===== config.mk =====
export PLATFORM = sky130hd
export DESIGN_NAME = gpu_mem_sequencer_flat
export DESIGN_NICKNAME = d
export VERILOG_FILES = /design/src/rtl/gpu_mem_sequencer_pkg.sv /design/src/rtl/gpu_mem_sequencer_if.sv /design/src/rtl/gpu_beat_fifo.sv /design/src/rtl/gpu_mem_sequencer.sv /design/src/flat_wrapper.sv
export SDC_FILE = /design/constraint.sdc
export NUM_CORES = 1
export LEC_CHECK = 0
export ABC_CLOCK_PERIOD_IN_PS = 4500
export BUFFER_PORTS_ARGS = -buffer_cell sky130_fd_sc_hd__buf_4
export CORE_MARGIN = 1
export CORE_UTILIZATION = 35
export CTS_CLUSTER_SIZE = 10
export DETAILED_ROUTE_END_ITERATION = 7
export SLEW_MARGIN = 0
export SYNTH_ARGS = -nofsm -noshare
export SYNTH_HDL_FRONTEND = slang
export SYNTH_SLANG_ARGS = --single-unit
export TNS_END_PERCENT = 5

===== constraint.sdc =====
create_clock -name clock -period 4.5 [get_ports clock]
set_input_delay 0.225 -clock clock [delete_from_list [all_inputs] [get_ports clock]]
set_output_delay 0.225 -clock clock [all_outputs]
set_load 0.02 [all_outputs]

===== src/rtl/gpu_mem_sequencer_pkg.sv =====
// Shared types and helpers for the multi-phase GPU memory sequencer.
package gpu_mem_sequencer_pkg;

    localparam int unsigned ADDR_W = 32;

    typedef enum logic {
        PH_READ  = 1'b0,
        PH_WRITE = 1'b1
    } phase_dir_e;

    typedef enum logic [2:0] {
        SEQ_IDLE      = 3'd0,
        SEQ_SETUP     = 3'd1,
        SEQ_READ      = 3'd2,
        SEQ_DRAIN     = 3'd3,
        SEQ_WRITE     = 3'd4,
        SEQ_NEXT      = 3'd5,
        SEQ_INTERRUPT = 3'd6
    } seq_state_e;

    typedef struct packed {
        logic [ADDR_W-1:0] base;
        logic [31:0]       count;
        phase_dir_e        is_write;
    } phase_cfg_t;

    // Counter/index width that never collapses to zero bits.
    function automatic int unsigned min1_clog2(input int unsigned n);
        return (n > 1) ? $clog2(n) : 1;
    endfunction

endpackage


===== src/rtl/gpu_mem_sequencer_if.sv =====
// Avalon-MM master bus bundle used by the GPU memory sequencer.
interface gpu_mem_sequencer_if
    import gpu_mem_sequencer_pkg::*;
#(
    parameter int unsigned BUS_BYTES = 1
);
    localparam int unsigned BUS_W = BUS_BYTES * 8;

    logic [ADDR_W-1:0] address;
    logic              read;
    logic              write;
    logic [BUS_W-1:0]  writedata;
    logic              waitrequest;
    logic [BUS_W-1:0]  readdata;
    logic              readdatavalid;

    modport master (
        output address, read, write, writedata,
        input  waitrequest, readdata, readdatavalid
    );

    modport slave (
        input  address, read, write, writedata,
        output waitrequest, readdata, readdatavalid
    );

endinterface


===== src/rtl/gpu_beat_fifo.sv =====
// Registered read-beat FIFO; push and pop may coincide at any occupancy.
module gpu_beat_fifo
    import gpu_mem_sequencer_pkg::*;
#(
    parameter int unsigned WIDTH = 8,
    parameter int unsigned DEPTH = 4
) (
    input  logic                       clock,
    input  logic                       reset,
    input  logic                       push,
    input  logic [WIDTH-1:0]           push_data,
    input  logic                       pop,
    output logic [WIDTH-1:0]           pop_data,
    output logic [$clog2(DEPTH):0]     count,
    output logic                       full,
    output logic                       empty
);
    localparam int unsigned AW = min1_clog2(DEPTH);
    localparam int unsigned CW = $clog2(DEPTH) + 1;

    logic [WIDTH-1:0] mem [DEPTH];
    logic [AW-1:0]    wr_ptr;
    logic [AW-1:0]    rd_ptr;
    logic             do_push;
    logic             do_pop;

    assign full     = (count == CW'(DEPTH));
    assign empty    = (count == '0);
    assign do_pop   = pop && !empty;
    assign do_push  = push && (!full || do_pop);
    assign pop_data = mem[rd_ptr];

    always_ff @(posedge clock) begin
        if (reset) begin
            wr_ptr <= '0;
            rd_ptr <= '0;
            count  <= '0;
        end else begin
            if (do_push) wr_ptr <= wr_ptr + AW'(1);
            if (do_pop)  rd_ptr <= rd_ptr + AW'(1);
            count <= count + CW'(do_push) - CW'(do_pop);
        end
    end

    // Storage carries no reset; pointers alone define validity.
    always_ff @(posedge clock) begin
        if (do_push) mem[wr_ptr] <= push_data;
    end

endmodule


===== src/rtl/gpu_mem_sequencer.sv =====
// Multi-phase Avalon-MM master: streams element arrays in (read) or out (write) per phase.
// Optional GPU_SEQ_PERF_EN adds busy/stall cycle counters.
module gpu_mem_sequencer
    import gpu_mem_sequencer_pkg::*;
#(
    parameter int unsigned NUM_PHASES      = 3,
    parameter int unsigned BUS_BYTES       = 1,
    parameter int unsigned ELEM_BYTES      = 2,
    parameter int unsigned MAX_OUTSTANDING = 4,
    parameter int unsigned PH_BITS         = min1_clog2(NUM_PHASES)
) (
    input  logic                             clock,
    input  logic                             reset,
    gpu_mem_sequencer_if.master              m1,
    input  logic [NUM_PHASES-1:0][31:0]      phase_base,
    input  logic [NUM_PHASES-1:0][31:0]      phase_count,
    input  logic [NUM_PHASES-1:0]            phase_is_write,
    input  logic                             start,
    input  logic                             clear_interrupt,
    output logic [ELEM_BYTES*8-1:0]          rd_data,
    output logic                             rd_valid,
    input  logic                             rd_ready,
    input  logic [ELEM_BYTES*8-1:0]          wr_data,
    input  logic                             wr_valid,
    output logic                             wr_ready,
    output logic [31:0]                      elem_index,
    output logic [PH_BITS-1:0]               cur_phase,
    output logic                             busy,
    output logic                             irq
`ifdef GPU_SEQ_PERF_EN
    ,
    output logic [31:0]                      perf_busy_cycles,
    output logic [31:0]                      perf_stall_cycles
`endif
);
    localparam int unsigned BUS_W  = BUS_BYTES * 8;
    localparam int unsigned ELEM_W = ELEM_BYTES * 8;
    localparam int unsigned BEATS  = ELEM_BYTES / BUS_BYTES;
    localparam int unsigned BEAT_W = min1_clog2(BEATS);
    localparam int unsigned BCNT_W = 32 + min1_clog2(BEATS + 1);
    localparam int unsigned OCC_W  = $clog2(MAX_OUTSTANDING) + 1;

    localparam logic [2:0] ST_IDLE      = SEQ_IDLE;
    localparam logic [2:0] ST_SETUP     = SEQ_SETUP;
    localparam logic [2:0] ST_READ      = SEQ_READ;
    localparam logic [2:0] ST_DRAIN     = SEQ_DRAIN;
    localparam logic [2:0] ST_WRITE     = SEQ_WRITE;
    localparam logic [2:0] ST_NEXT      = SEQ_NEXT;
    localparam logic [2:0] ST_INTERRUPT = SEQ_INTERRUPT;

    logic [2:0]        state_q, state_d;
    phase_cfg_t        cfg_c;
    logic              last_phase_c;
    logic [31:0]       addr_q;
    logic              read_q, read_d;
    logic              write_q;
    logic [BUS_W-1:0]  wdata_q;
    logic [BCNT_W-1:0] beats_left_q, beats_left_d;
    logic [31:0]       elems_left_q;
    logic [OCC_W-1:0]  in_use_q, in_use_d;
    logic [OCC_W-1:0]  outst_q;
    logic [BEAT_W-1:0] wbeat_q;
    logic [BEAT_W-1:0] asm_cnt_q;
    logic [ELEM_W-1:0] asm_q;
    logic [ELEM_W-1:0] wbuf_q;
    logic              rd_acc_c, wr_acc_c, rd_hs_c, wr_hs_c;
    logic              push_c, pop_c, last_wbeat_c;
    logic [BUS_W-1:0]  fifo_rdata;
    logic [OCC_W-1:0]  fifo_count;
    logic              fifo_full, fifo_empty;

    assign cfg_c = '{base:     phase_base[cur_phase],
                     count:    phase_count[cur_phase],
                     is_write: phase_dir_e'(phase_is_write[cur_phase])};

    assign last_phase_c = (cur_phase == PH_BITS'(NUM_PHASES - 1));
    assign rd_acc_c     = read_q && !m1.waitrequest;
    assign wr_acc_c     = write_q && !m1.waitrequest;
    assign rd_hs_c      = rd_valid && rd_ready;
    assign wr_hs_c      = wr_ready && wr_valid;
    // Late beats arriving after a reset have no owner and are discarded.
    assign push_c       = m1.readdatavalid && (outst_q != '0);
    assign pop_c        = !fifo_empty && !rd_valid;
    assign last_wbeat_c = wr_acc_c && (wbeat_q == BEAT_W'(BEATS - 1));

    assign m1.address   = addr_q;
    assign m1.read      = read_q;
    assign m1.write     = write_q;
    assign m1.writedata = wdata_q;
    assign rd_data      = asm_q;

    gpu_beat_fifo #(
        .WIDTH (BUS_W),
        .DEPTH (MAX_OUTSTANDING)
    ) u_fifo (
        .clock     (clock),
        .reset     (reset),
        .push      (push_c),
        .push_data (m1.readdata),
        .pop       (pop_c),
        .pop_data  (fifo_rdata),
        .count     (fifo_count),
        .full      (fifo_full),
        .empty     (fifo_empty)
    );

    always_ff @(posedge clock) begin
        if (reset) state_q <= ST_IDLE;
        else       state_q <= state_d;
    end

    // Next state plus the read-issue gate: in-flight + buffered beats never exceed MAX_OUTSTANDING.
    always_comb begin
        state_d      = state_q;
        beats_left_d = beats_left_q;
        case (state_q)
            ST_IDLE:      if (start) state_d = ST_SETUP;
            ST_SETUP: begin
                beats_left_d = BCNT_W'(cfg_c.count) * BCNT_W'(BEATS);
                if (cfg_c.count == '0)              state_d = ST_NEXT;
                else if (cfg_c.is_write == PH_WRITE) state_d = ST_WRITE;
                else                                state_d = ST_READ;
            end
            ST_READ: begin
                if (rd_acc_c) beats_left_d = beats_left_q - BCNT_W'(1);
                if (rd_acc_c && beats_left_q == BCNT_W'(1)) state_d = ST_DRAIN;
            end
            ST_DRAIN:     if (outst_q == '0 && fifo_count == '0 && !rd_valid && elems_left_q == '0)
                              state_d = ST_NEXT;
            ST_WRITE:     if (last_wbeat_c && elems_left_q == '0) state_d = ST_NEXT;
            ST_NEXT:      state_d = last_phase_c ? ST_INTERRUPT : ST_SETUP;
            ST_INTERRUPT: if (clear_interrupt) state_d = ST_IDLE;
            default:      state_d = ST_IDLE;
        endcase

        in_use_d = in_use_q + OCC_W'(rd_acc_c) - (rd_hs_c ? OCC_W'(BEATS) : OCC_W'(0));
        read_d   = (read_q && m1.waitrequest) ||
                   (state_d == ST_READ && beats_left_d != '0 &&
                    in_use_d < OCC_W'(MAX_OUTSTANDING) && !fifo_full);
    end

    always_ff @(posedge clock) begin
        if (reset) begin
            cur_phase    <= '0;
            addr_q       <= '0;
            read_q       <= 1'b0;
            write_q      <= 1'b0;
            wdata_q      <= '0;
            beats_left_q <= '0;
            elems_left_q <= '0;
            in_use_q     <= '0;
            outst_q      <= '0;
            wbeat_q      <= '0;
            asm_cnt_q    <= '0;
            asm_q        <= '0;
            wbuf_q       <= '0;
            rd_valid     <= 1'b0;
            wr_ready     <= 1'b0;
            elem_index   <= '0;
            busy         <= 1'b0;
            irq          <= 1'b0;
        end else begin
            read_q       <= read_d;
            beats_left_q <= beats_left_d;
            in_use_q     <= in_use_d;
            outst_q      <= outst_q + OCC_W'(rd_acc_c) - OCC_W'(push_c);
            busy         <= !(state_d == ST_IDLE || state_d == ST_INTERRUPT);
            irq          <= (state_d == ST_INTERRUPT);

            if (rd_acc_c || wr_acc_c) addr_q <= addr_q + 32'(BUS_BYTES);

            // Little-endian element assembly from the beat FIFO.
            if (pop_c) begin
                asm_q[32'(asm_cnt_q) * BUS_W +: BUS_W] <= fifo_rdata;
                if (asm_cnt_q == BEAT_W'(BEATS - 1)) begin
                    asm_cnt_q <= '0;
                    rd_valid  <= 1'b1;
                end else begin
                    asm_cnt_q <= asm_cnt_q + BEAT_W'(1);
                end
            end
            if (rd_hs_c) begin
                rd_valid     <= 1'b0;
                elem_index   <= elem_index + 32'd1;
                elems_left_q <= elems_left_q - 32'd1;
            end

            // Write element capture and beat serialisation.
            if (wr_hs_c) begin
                wbuf_q       <= wr_data;
                wdata_q      <= wr_data[BUS_W-1:0];
                write_q      <= 1'b1;
                wr_ready     <= 1'b0;
                wbeat_q      <= '0;
                elem_index   <= elem_index + 32'd1;
                elems_left_q <= elems_left_q - 32'd1;
            end
            if (wr_acc_c) begin
                if (last_wbeat_c) begin
                    write_q  <= 1'b0;
                    wr_ready <= (elems_left_q != '0);
                end else begin
                    wbeat_q <= wbeat_q + BEAT_W'(1);
                    wdata_q <= wbuf_q[(32'(wbeat_q) + 32'd1) * BUS_W +: BUS_W];
                end
            end

            case (state_q)
                ST_IDLE: if (start) cur_phase <= '0;
                ST_SETUP: begin
                    addr_q       <= cfg_c.base;
                    elems_left_q <= cfg_c.count;
                    elem_index   <= '0;
                    wbeat_q      <= '0;
                    wr_ready     <= (cfg_c.count != '0) && (cfg_c.is_write == PH_WRITE);
                end
                ST_NEXT: if (!last_phase_c) cur_phase <= cur_phase + PH_BITS'(1);
                default: ;
            endcase
        end
    end

`ifdef GPU_SEQ_PERF_EN
    // Saturating activity counters, cleared when a run is launched.
    always_ff @(posedge clock) begin
        if (reset) begin
            perf_busy_cycles  <= '0;
            perf_stall_cycles <= '0;
        end else if (state_q == ST_IDLE && start) begin
            perf_busy_cycles  <= '0;
            perf_stall_cycles <= '0;
        end else begin
            if (busy && perf_busy_cycles != '1)
                perf_busy_cycles <= perf_busy_cycles + 32'd1;
            if ((read_q || write_q) && m1.waitrequest && perf_stall_cycles != '1)
                perf_stall_cycles <= perf_stall_cycles + 32'd1;
        end
    end
`endif

endmodule


===== src/flat_wrapper.sv =====
// flat-port wrapper written by rule: the top's interface ports become plain ports
module gpu_mem_sequencer_flat import gpu_mem_sequencer_pkg::*;
#(
    parameter int unsigned NUM_PHASES      = 3,
    parameter int unsigned BUS_BYTES       = 1,
    parameter int unsigned ELEM_BYTES      = 2,
    parameter int unsigned MAX_OUTSTANDING = 4,
    parameter int unsigned PH_BITS         = min1_clog2(NUM_PHASES)
)
  (clock, reset, phase_base, phase_count, phase_is_write, start, clear_interrupt, rd_data, rd_valid, rd_ready, wr_data, wr_valid, wr_ready, elem_index, cur_phase, busy, irq, m1_address, m1_read, m1_write, m1_writedata, m1_waitrequest, m1_readdata, m1_readdatavalid);
  gpu_mem_sequencer_if #(.BUS_BYTES(BUS_BYTES)) m1_i ();
  input  logic clock;
  input  logic reset;
  input  logic [NUM_PHASES-1:0][31:0] phase_base;
  input  logic [NUM_PHASES-1:0][31:0] phase_count;
  input  logic [NUM_PHASES-1:0] phase_is_write;
  input  logic start;
  input  logic clear_interrupt;
  output logic [ELEM_BYTES*8-1:0] rd_data;
  output logic rd_valid;
  input  logic rd_ready;
  input  logic [ELEM_BYTES*8-1:0] wr_data;
  input  logic wr_valid;
  output logic wr_ready;
  output logic [31:0] elem_index;
  output logic [PH_BITS-1:0] cur_phase;
  output logic busy;
  output logic irq;
  output wire logic [$bits(m1_i.address)-1:0] m1_address;
  output wire logic [$bits(m1_i.read)-1:0] m1_read;
  output wire logic [$bits(m1_i.write)-1:0] m1_write;
  output wire logic [$bits(m1_i.writedata)-1:0] m1_writedata;
  input wire logic [$bits(m1_i.waitrequest)-1:0] m1_waitrequest;
  input wire logic [$bits(m1_i.readdata)-1:0] m1_readdata;
  input wire logic [$bits(m1_i.readdatavalid)-1:0] m1_readdatavalid;
  assign m1_address = m1_i.address;
  assign m1_read = m1_i.read;
  assign m1_write = m1_i.write;
  assign m1_writedata = m1_i.writedata;
  assign m1_i.waitrequest = m1_waitrequest;
  assign m1_i.readdata = m1_readdata;
  assign m1_i.readdatavalid = m1_readdatavalid;
  gpu_mem_sequencer #(.NUM_PHASES(NUM_PHASES), .BUS_BYTES(BUS_BYTES), .ELEM_BYTES(ELEM_BYTES), .MAX_OUTSTANDING(MAX_OUTSTANDING), .PH_BITS(PH_BITS)) u_core (.clock(clock), .reset(reset), .m1(m1_i), .phase_base(phase_base), .phase_count(phase_count), .phase_is_write(phase_is_write), .start(start), .clear_interrupt(clear_interrupt), .rd_data(rd_data), .rd_valid(rd_valid), .rd_ready(rd_ready), .wr_data(wr_data), .wr_valid(wr_valid), .wr_ready(wr_ready), .elem_index(elem_index), .cur_phase(cur_phase), .busy(busy), .irq(irq));
endmodule

==> impl_metrics.toml <==
[synthesis]
yosysTopAreaCell = "dfxtp_1"
netlist.area_leader.share_pct = 32.16
ys_warn_count = 0
netlist_area_um2 = 11830
synthMostInstantiatedCell = "dfxtp_1"
avgSynthCellArea_um2 = 8.743
syn_inst = 1353
synth-seq-cells = 222
netlist_top_cells_count = "dfxtp_1, nand2_1, nor2_1"
syn_nets = 1599
async_flop_share_pct = 0
synth-seq-area-share_pct = 40.28
synth_cell_types = 64
ys.flop_type = "dfxtp_1"
synth_edf_count = 32
synth_area_leaders = "dfxtp_1, edfxtp_1, nand2_1"

[setup_path]
rr_endpoint = "u_core.m1.read$_SDFF_PP0_"
arrival_ps = 4220
rr_worst_depth = 8
critical_path.max_fanout = 14
rrSetupSlack_ps = 680
cp_slowest_cell = "or3b_2"
crit_family = "simple AND/OR/NAND/NOR gates"
endpoint_kind = "register"
critPathMaxStageDelay_ps = 670
worst_setup_path_start_kind = "register"
worstSetupPathType = "register to register"
crit_required_ps = 4900
reg2reg_from = "u_core.state_q[1]$_SDFF_PP0_"
crit_chain = "or3b_2, buf_4, nor3_1, a21oi_1, a221oi_1, nand4_1, or4_1, o41a_1"
worst-path-buf-inv = 1

[drt]
detailedRoute.firstIterationViolations = 811
first_pass_iters = 5
finalWirelength_um = 39830
drc = 0
via_per_inst = 5.419
antenna_left = 0
vias = 11440
wl_per_cell_um = 18.86

[sta]
fin_worst_skew_ps = 9.492
rsz0062_at_grt = "false"
finalSetupViolCount = 0
layout_min_cycle_time_ps = 3819
clock.fmax_ghz = 0.2618
fin_crit_sh_pct = 84.87
tightest_slew_ps = 935.3
maxSlewHeadroom_pct = 37.64
finalMaxSlewViolations = 0
setup_slack_ps = 680.7
final_hold_viol_count = 0
finalSetupTns_ps = 0

[pwr]
p_sw_share_pct = 33.40
pwr-share-comb_pct = 30.5
powerDensity_nw_per_um2 = 421.9
p_leak_nw = 6.086
switchingPower_mw = 2.204
ir_drop_mv = 0.2714
seqPwrFrac_pct = 38.9
power.share.clock_pct = 30.6
internal_power_mw = 4.395

[clocking]
cts_inserted_buffers = 27
cts.clk_slew.worst_paths_ps = 60
tritoncts = "done"
clockRootBuffer = "clkbuf_16"
cts_max_level = 1
cts_sinks = 222
ctsLongestPathBuffers = 3
clk_latency_ps = 530

[global_route]
track_usage_pct = 22.32
globalRouteOverflowTotal = 0
antenna_found_initial = 0
first_global_vias = 10830
grt_pass1_wl_um = 60440
grt_max_degree = 85

[floorplan]
die_h_um = 185.8
core_um2 = 32870
rows = 66
fp.dieW_um = 185.8
start_util_pct = 35.99
num_io_pins = 323
die_area_um2 = 34540

[cells_and_area]
area.growth.synth_to_final_pct = 32.22
drive_above_1_share_pct = 25.57
final_cells = 2112
utilization_pct = 47.59
antenna_cells = 0
fin_nets = 1904

[placed_design]
preCtsSetupSlack_ps = 768.1
dp_hpwl_um = 29560
place_inst = 2046
gp_congestion = 0.9185
port_buffers = 322

[run_status]
status = "finished clean"

[hold_path]
worstHoldPathType = "primary input to register"
worstHoldPathCells = 3
hold_end = "u_core.m1.address[6]$_SDFFE_PP0P_"
hold_path_startpoint = "phase_base[38]"

[run]
maxCapViolations = 0
registers in the layout (all words and copies together), names as in the netlist, 3 cells and up, named ones only:
signal               count
u_core.state_q           3
u_core.elems_left_q     32
u_core.rd_data          16
u_core.wbuf_q            8
u_core.u_fifo.count      3
u_core.elem_index       32
u_core.m1.address       32
u_core.beats_left_q     34
u_core.in_use_q          3
u_core.outst_q           3
u_core.m1.writedata      8
u_core.u_fifo.mem       32
placed cells by master, fill, tap and decap left out, drive strengths merged, types with 8 or more instances in the layout:
master	netlist	routed
a211oi	31	31
a21oi	72	72
a221oi	35	35
a311oi	14	14
a31oi	12	12
and2	12	12
and3	14	14
buf	12	334
clkbuf	71	39
dfxtp	190	190
dlygate4sd3	0	25
edfxtp	32	32
ha	17	17
inv	21	21
mux2	33	33
mux2i	43	43
mux4	8	8
nand2	175	175
nand3	40	40
nand3b	12	12
nand4	23	23
nor2	140	140
nor2b	14	14
nor3	33	33
nor4	25	25
o21ai	35	35
o2bb2ai	27	27
or3	23	23
or4	18	18
xnor2	40	40
xor2	50	50
power by group through the flow:
stage	sequential (mW)	combinational (mW)	clock, mW
floorplan	2.64	1.22	0
finish	2.57	2.01	2.02
detailed placement	2.61	1.98	0
global route	2.61	2.22	2.14
CTS	2.57	2.01	2.06
global placement	2.59	1.97	0
stage by stage:
stage               power (mW)  hold slack [ps]  instance area (µm²)
floorplan                3.856            323.9                11830
global placement         4.560            428.7                14590
detailed placement       4.584            432.3                14590
CTS                      6.640            41.77                15640
global route             6.969            67.44                15640
finish                   6.599            56.64                15640
repair_timing:
item                                   4_1_cts  5_1_grt
hold buffers                                25        0
endpoints found under the hold margin       49        0
setup buffers                                0        0
resized for setup                            0        0
layout make-up:
class	instances	area, µm²
clock buffer	39	760.7
clock inverter	2	35.03
fill	3220	17230
inverter	22	82.58
multi-input combinational	1026	6683
sequential	222	4768
tap	442	553.0
timing repair buffer	359	2758
tightest hold or removal path, cell delays in order:
cell and delay [ps]:
buf_4 80, a221oi_1 70, nor3_1 160
worst max-delay path by stage:
stage                                      from                   endpoint  slack [ps]  depth (start not counted)
2_1_floorplan  u_core.cur_phase[0]$_SDFFE_PP0P_  u_core.m1.read$_SDFF_PP0_        1160                         13
3_3_place_gp       u_core.state_q[1]$_SDFF_PP0_  u_core.m1.read$_SDFF_PP0_         860                          9
3_5_place_dp       u_core.state_q[1]$_SDFF_PP0_  u_core.m1.read$_SDFF_PP0_         770                          8
4_1_cts            u_core.state_q[1]$_SDFF_PP0_  u_core.m1.read$_SDFF_PP0_         760                          8
5_1_grt            u_core.state_q[1]$_SDFF_PP0_  u_core.m1.read$_SDFF_PP0_         480                          8
6_report           u_core.state_q[1]$_SDFF_PP0_  u_core.m1.read$_SDFF_PP0_         680                          8
logic make-up after synthesis:
group | share of synthesized area [%]
fa+ha+maj | 2.137
mux | 8.303
simple gates | 22.92
buf+inv | 3.353
compound gates | 16.34
xor+xnor | 6.664
flops | 40.28
routing by layer:
layer	wire length [µm]	GRT usage [%]
met4	1201	7.639
met1	17090	29.37
met5	0	0
met3	2977	3.483
met2	18560	37.00
Note: power is estimated with default switching activity, not from simulation.
